**config.mk**
```make
export PLATFORM = sky130hd
export DESIGN_NAME = ring_fifo_node
export DESIGN_NICKNAME = d
export VERILOG_FILES = /design/src/rtl/ring_pkg.sv /design/src/rtl/ring_fifo.sv /design/src/rtl/ring_fifo_node.sv
export SDC_FILE = /design/constraint.sdc
export NUM_CORES = 1
export LEC_CHECK = 0
export CORE_ASPECT_RATIO = 0.5
export CORE_MARGIN = 8
export CORE_UTILIZATION = 55
export CTS_CLUSTER_SIZE = 24
export DETAILED_ROUTE_END_ITERATION = 8
export PLACE_DENSITY = 0.79
export SETUP_SLACK_MARGIN = 0.1
export SKIP_CTS_REPAIR_TIMING = 1
export SYNTH_ARGS = -nofsm -noshare
export SYNTH_HDL_FRONTEND = slang
export SYNTH_SLANG_ARGS = --single-unit
```
**constraint.sdc**
```tcl
create_clock -name clk -period 2.4 [get_ports clk]
set_input_delay 0.48 -clock clk [delete_from_list [all_inputs] [get_ports clk]]
set_output_delay 0.48 -clock clk [all_outputs]
set_load 0.02 [all_outputs]
```
**src/rtl/ring_pkg.sv**
```systemverilog
// Ring word layout shared by the ring endpoints (default 16-bit word, 3-bit addresses).
package ring_pkg;
    localparam int RING_WIDTH = 16;
    localparam int RING_ABITS = 3;
    localparam int FULL_BIT   = RING_WIDTH - 1;
    localparam int DEST_LSB   = FULL_BIT - RING_ABITS;
    localparam int SRC_LSB    = DEST_LSB - RING_ABITS;
    localparam int DBITS      = SRC_LSB;

    typedef struct packed {
        logic                  full;
        logic [RING_ABITS-1:0] dest;
        logic [RING_ABITS-1:0] src;
        logic [DBITS-1:0]      payload;
    } ring_word_t;

    localparam logic [RING_WIDTH-1:0] EMPTY_SLOT = '0;

    function automatic int dbits_of(input int width, input int abits);
        return width - 1 - 2 * abits;
    endfunction
endpackage

```
**src/rtl/ring_fifo.sv**
```systemverilog
// Show-ahead FIFO; push is ignored when full and pop when empty.
module ring_fifo #(
    parameter int WIDTH = 8,
    parameter int DEPTH = 4
) (
    input  logic             clk,
    input  logic             rst,
    input  logic             push,
    input  logic [WIDTH-1:0] wdata,
    input  logic             pop,
    output logic [WIDTH-1:0] rdata,
    output logic             full,
    output logic             empty
);
    localparam int AW = $clog2(DEPTH);

    logic [WIDTH-1:0] mem [DEPTH];
    logic [AW-1:0]    wptr;
    logic [AW-1:0]    rptr;
    logic [AW:0]      count;
    logic             do_push;
    logic             do_pop;

    assign full    = (count == (AW+1)'(DEPTH));
    assign empty   = (count == '0);
    assign do_push = push && !full;
    assign do_pop  = pop && !empty;
    assign rdata   = mem[rptr];

    // Pointers wrap naturally since DEPTH is a power of two.
    always_ff @(posedge clk or negedge rst) begin
        if (!rst) begin
            wptr  <= '0;
            rptr  <= '0;
            count <= '0;
        end else begin
            if (do_push) wptr <= wptr + AW'(1);
            if (do_pop)  rptr <= rptr + AW'(1);
            case ({do_push, do_pop})
                2'b10:   count <= count + (AW+1)'(1);
                2'b01:   count <= count - (AW+1)'(1);
                default: count <= count;
            endcase
        end
    end

    always_ff @(posedge clk) begin
        if (do_push) mem[wptr] <= wdata;
    end
endmodule

```
**src/rtl/ring_fifo_node.sv**
```systemverilog
// Buffered parallel-client ring endpoint: consume to RX FIFO, insert from TX FIFO, forward rest.
// Optional RING_ORPHAN_DROP_EN drops own words that circled the ring undelivered.
module ring_fifo_node
    import ring_pkg::*;
#(
    parameter int WIDTH   = 16,
    parameter int ABITS   = 3,
    parameter int ADDRESS = 1,
    parameter int DEPTH   = 4
) (
    input  logic                               clk,
    input  logic                               rst,
    input  logic [WIDTH-1:0]                   fromring,
    output logic [WIDTH-1:0]                   toring,
    input  logic                               tx_valid,
    output logic                               tx_ready,
    input  logic [ABITS-1:0]                   tx_dest,
    input  logic [dbits_of(WIDTH, ABITS)-1:0]  tx_data,
    output logic                               rx_valid,
    input  logic                               rx_ready,
    output logic [ABITS-1:0]                   rx_src,
    output logic [dbits_of(WIDTH, ABITS)-1:0]  rx_data,
    output logic                               orphan
);
    localparam int DB = dbits_of(WIDTH, ABITS);
    localparam int FB = WIDTH - 1;
    localparam int DL = FB - ABITS;
    localparam int SL = DL - ABITS;
    localparam logic [ABITS-1:0] ME = ABITS'(ADDRESS);

    logic             w_full;
    logic [ABITS-1:0] w_dest;
    logic [ABITS-1:0] w_src;
    logic             tx_full, tx_empty, rx_full, rx_empty;
    logic             consume, drop, slot_free, insert;
    logic [ABITS+DB-1:0] tx_head, rx_head;
    logic [WIDTH-1:0] next_word;

    assign w_full = fromring[FB];
    assign w_dest = fromring[DL +: ABITS];
    assign w_src  = fromring[SL +: ABITS];

    // rx_full reflects this cycle's count, so a same-cycle pop cannot make room.
    assign consume = w_full && (w_dest == ME) && !rx_full;
`ifdef RING_ORPHAN_DROP_EN
    assign drop = w_full && (w_src == ME) && (w_dest != ME);
`else
    assign drop = 1'b0;
`endif
    assign slot_free = !w_full || consume || drop;
    assign insert    = slot_free && !tx_empty;

    always_comb begin
        next_word = fromring;
        if (consume || drop) next_word = WIDTH'(EMPTY_SLOT);
        if (insert)          next_word = {1'b1, tx_head[DB +: ABITS], ME, tx_head[DB-1:0]};
    end

    always_ff @(posedge clk or negedge rst) begin
        if (!rst) toring <= '0;
        else      toring <= next_word;
    end

`ifdef RING_ORPHAN_DROP_EN
    always_ff @(posedge clk or negedge rst) begin
        if (!rst)      orphan <= 1'b0;
        else if (drop) orphan <= 1'b1;
    end
`else
    assign orphan = 1'b0;
`endif

    ring_fifo #(.WIDTH(ABITS + DB), .DEPTH(DEPTH)) u_tx_fifo (
        .clk   (clk),
        .rst   (rst),
        .push  (tx_valid),
        .wdata ({tx_dest, tx_data}),
        .pop   (insert),
        .rdata (tx_head),
        .full  (tx_full),
        .empty (tx_empty)
    );

    ring_fifo #(.WIDTH(ABITS + DB), .DEPTH(DEPTH)) u_rx_fifo (
        .clk   (clk),
        .rst   (rst),
        .push  (consume),
        .wdata ({w_src, fromring[DB-1:0]}),
        .pop   (rx_ready),
        .rdata (rx_head),
        .full  (rx_full),
        .empty (rx_empty)
    );

    assign tx_ready = !tx_full;
    assign rx_valid = !rx_empty;
    assign rx_src   = rx_head[DB +: ABITS];
    assign rx_data  = rx_head[DB-1:0];
endmodule

```
==> impl_metrics.env <==
export IMPL_vias_per_cell=5.621
export IMPL_synth_flop_cell="edfxtp_1"
export IMPL_grt_use_met1_pct=21.02
export IMPL_ys_warn_count=0
export IMPL_critical_path_required_ps=1920
export IMPL_final_cell_count_no_fill=509
export IMPL_fin_ws_ps=186.2
export IMPL_p_sw_w=0.002422
export IMPL_die_h_um=83.71
export IMPL_grt_busiest_layer="met2"
export IMPL_grt_max_degree=31
export IMPL_final_util_pct=74.93
export IMPL_clockRootBuffer="clkbuf_16"
export IMPL_drt_antenna_violating_nets=0
export IMPL_cp_max_fo=14
export IMPL_synth_nets=328
export IMPL_initial_core_util_pct=57.31
export IMPL_crit_type="register to primary output"
export IMPL_irDropWorstVdd_v=0.0006678
export IMPL_rrSetupSlack_ps=240
export IMPL_synth_cell_types=32
export IMPL_clk_pin_slew_ps=50
export IMPL_cts_max_path_buffers=2
export IMPL_yosys_area_top_type_share_pct=57.17
export IMPL_first_iter_violations=272
export IMPL_drive_above_1_share_pct=23.72
export IMPL_register_area_um2=3633
export IMPL_pwr_share_clk_pct=30.5
export IMPL_end_kind="primary output"
export IMPL_seq_power_share_pct=38.4
export IMPL_syn_cell_area_um2=5042
export IMPL_status="finished clean"
export IMPL_p_per_area_nw_per_um2=1213
export IMPL_routedWlPerCell_um=20.94
export IMPL_postPlaceCellArea_um2=5968
export IMPL_synth_edf_count=96
export IMPL_drc_errors=0
export IMPL_track_usage_pct=17.64
export IMPL_final_common_cell="edfxtp_1"
export IMPL_ys_seq_area_share_pct=72.06
export IMPL_use_met2_pct=29.36
export IMPL_vias=2861
export IMPL_placed_cells=477
export IMPL_pre_cts_ws_ps=-284.1
export IMPL_worstSkewPairLatency_ps=410
export IMPL_hold_viol=0
export IMPL_hp_class="input port to register"
export IMPL_crit_arrival_ps=1730
export IMPL_cts_max_level=4
export IMPL_critPathSlowestCell="mux4_2"
export IMPL_power_internal_w=0.005577
export IMPL_grt_pass1_wl_um=16570
export IMPL_gp_congestion=0.7515
export IMPL_setup_viol=0
export IMPL_synth_area_leaders="edfxtp_1 57%, dfrtp_1 15%, mux4_2 11%, ha_1 2.5%, nand3_1 2.2%"
export IMPL_areaGrowthSynthToFinish_pct=30.74
export IMPL_rsz0062_at_grt="false"
export IMPL_cts_tree="yes"
export IMPL_switching_share_pct=30.28
export IMPL_skew_ps=4.710
export IMPL_hpwl_um=7072
export IMPL_die_w_um=151.4
export IMPL_async_flop_share_pct=23.81
export IMPL_yosys_area_top_type="edfxtp_1"
export IMPL_ys_seq_elements=126
export IMPL_slew_viol_final=0
export IMPL_p_comb_share_pct=31.1
export IMPL_io_pins=63
export IMPL_worst_pin_slew_ps=560.0
export IMPL_gr_total_overflow=0
export IMPL_nFillCells=478
export IMPL_use_met3_pct=4.816
export IMPL_die_area_um2=12670
export IMPL_row_count=24
export IMPL_coreArea_um2=8798
export IMPL_syn_avg_cell_area_um2=17.75
export IMPL_tns_ps=0
export IMPL_diodes=0
export IMPL_max_slew_margin_rel_pct=62.67
export IMPL_routed_wl_um=10660
export IMPL_clock_fmax_mhz=451.7
export IMPL_first_global_vias=3014
export IMPL_final_cell_area_um2=6593
export IMPL_finalNetCount=423
export IMPL_period_needed_ps=2214
export IMPL_grt_antenna_before_repair=0
export IMPL_startpoint_type="register"
export IMPL_cts_sinks=126
export IMPL_numCtsBuffers=17
export IMPL_first_pass_iters=5
export IMPL_cap_violations=0
export IMPL_layout_common_cells="96 x edfxtp_1, 47 x clkdlybuf4s50_1, 30 x dfrtp_1, 25 x buf_4, 24 x mux4_2"
export IMPL_fin_crit_sh_pct=92.24
export IMPL_slowest_delay_ps=540
export IMPL_p_leak_nw=2.546
export IMPL_port_buffers=61
export IMPL_multi_input_area_um2=1320
export IMPL_cp_cell_sequence="buf_12 -> mux4_2 -> dlymetal6s2s_1"
export IMPL_syn_inst=284
==> area by class of cell <==
type / count / share of cell area (%)
repair buffers: 88 / 13.25
multi-input cells: 132 / 20.02
well taps: 117 / 2.221
inverters: 14 / 0.7971
clock inverters: 12 / 1.822
flip-flops and latches: 126 / 55.11
clock buffers: 20 / 6.775
==> worst max-delay path, delay by kind of cell, from the launching register on <==
family | cells | cell delay, ps
muxes | 1 | 540
DFF | 1 | 370
buffers and inverters | 2 | 410
==> path summary, 6_finish.rpt <==
kind / depth (start not counted) / to / start
worst min-delay path: 2 / toring[13] / fromring[13]
max in group asynchronous: 2 / u_tx_fifo.count[2] / rst
worst max-delay path: 3 / rx_data[6] / u_rx_fifo.rptr[0]
min in group asynchronous: 2 / toring[3] / rst
worst max register to register: 7 / u_tx_fifo.count[1] / u_rx_fifo.count[0]
worst min register to register: 1 / u_rx_fifo.count[2] / u_rx_fifo.count[2]
==> state kept, by name, indices dropped and copies added (netlist names) <==
name             count
u_tx_fifo.rptr       2
u_rx_fifo.count      3
u_tx_fifo.mem       48
u_tx_fifo.count      3
u_rx_fifo.rptr       2
u_tx_fifo.wptr       2
u_rx_fifo.mem       48
toring              16
u_rx_fifo.wptr       2
==> through the flow <==
step / power (W) / hold slack (ps)
CTS: 0.008063 / 475.5
finish: 0.007999 / 455.5
global route: 0.008330 / 474.8
floorplan: 0.004560 / 184.4
detailed placement: 0.005600 / 497.7
global placement: 0.005473 / 475.9
==> cells in the mapped netlist, types with 2 or more instances <==
library cell / instances
o21ai_0: 7
nand2_1: 15
nor2_1: 3
and2_1: 6
edfxtp_1: 96
nor3_2: 2
nor3b_1: 3
inv_1: 14
clkbuf_1: 4
mux2_4: 2
mux4_2: 24
fa_1: 2
o21ai_1: 7
nand3_1: 22
and3_1: 4
ha_1: 10
a21oi_1: 2
or3b_1: 2
xnor2_1: 6
xor2_1: 6
buf_2: 5
dfrtp_1: 30
buf_4: 2
or3_1: 2
==> power groups by stage <==
| stage | Sequential (W) | Combinational [W] | Clock [W] |
|---|---|---|---|
| detailed placement | 0.00311 | 0.00249 | 0 |
| global route | 0.00311 | 0.00268 | 0.00254 |
| CTS | 0.00307 | 0.00252 | 0.00247 |
| floorplan | 0.00312 | 0.00144 | 0 |
| finish | 0.00307 | 0.00249 | 0.00244 |
| global placement | 0.00307 | 0.00240 | 0 |
==> kinds of logic after synthesis <==
family,count (synthesis),synth area share [%]
mux,27,11.54
flops,126,72.06
other cells,1,0.07437
buf+inv,26,2.208
fa+ha+maj,12,3.275
simple gates,63,6.998
compound gates,17,1.762
xor+xnor,12,2.084
==> layer usage <==
layer | part of all wire [%] | up-vias
met5 | 0 | -
met4 | 2.3 | 0
met3 | 6.1 | 29
met2 | 52 | 123
met1 | 40 | 1440
li1 | - | 1269
No activity file was read; power rests on OpenSTA's default activity.
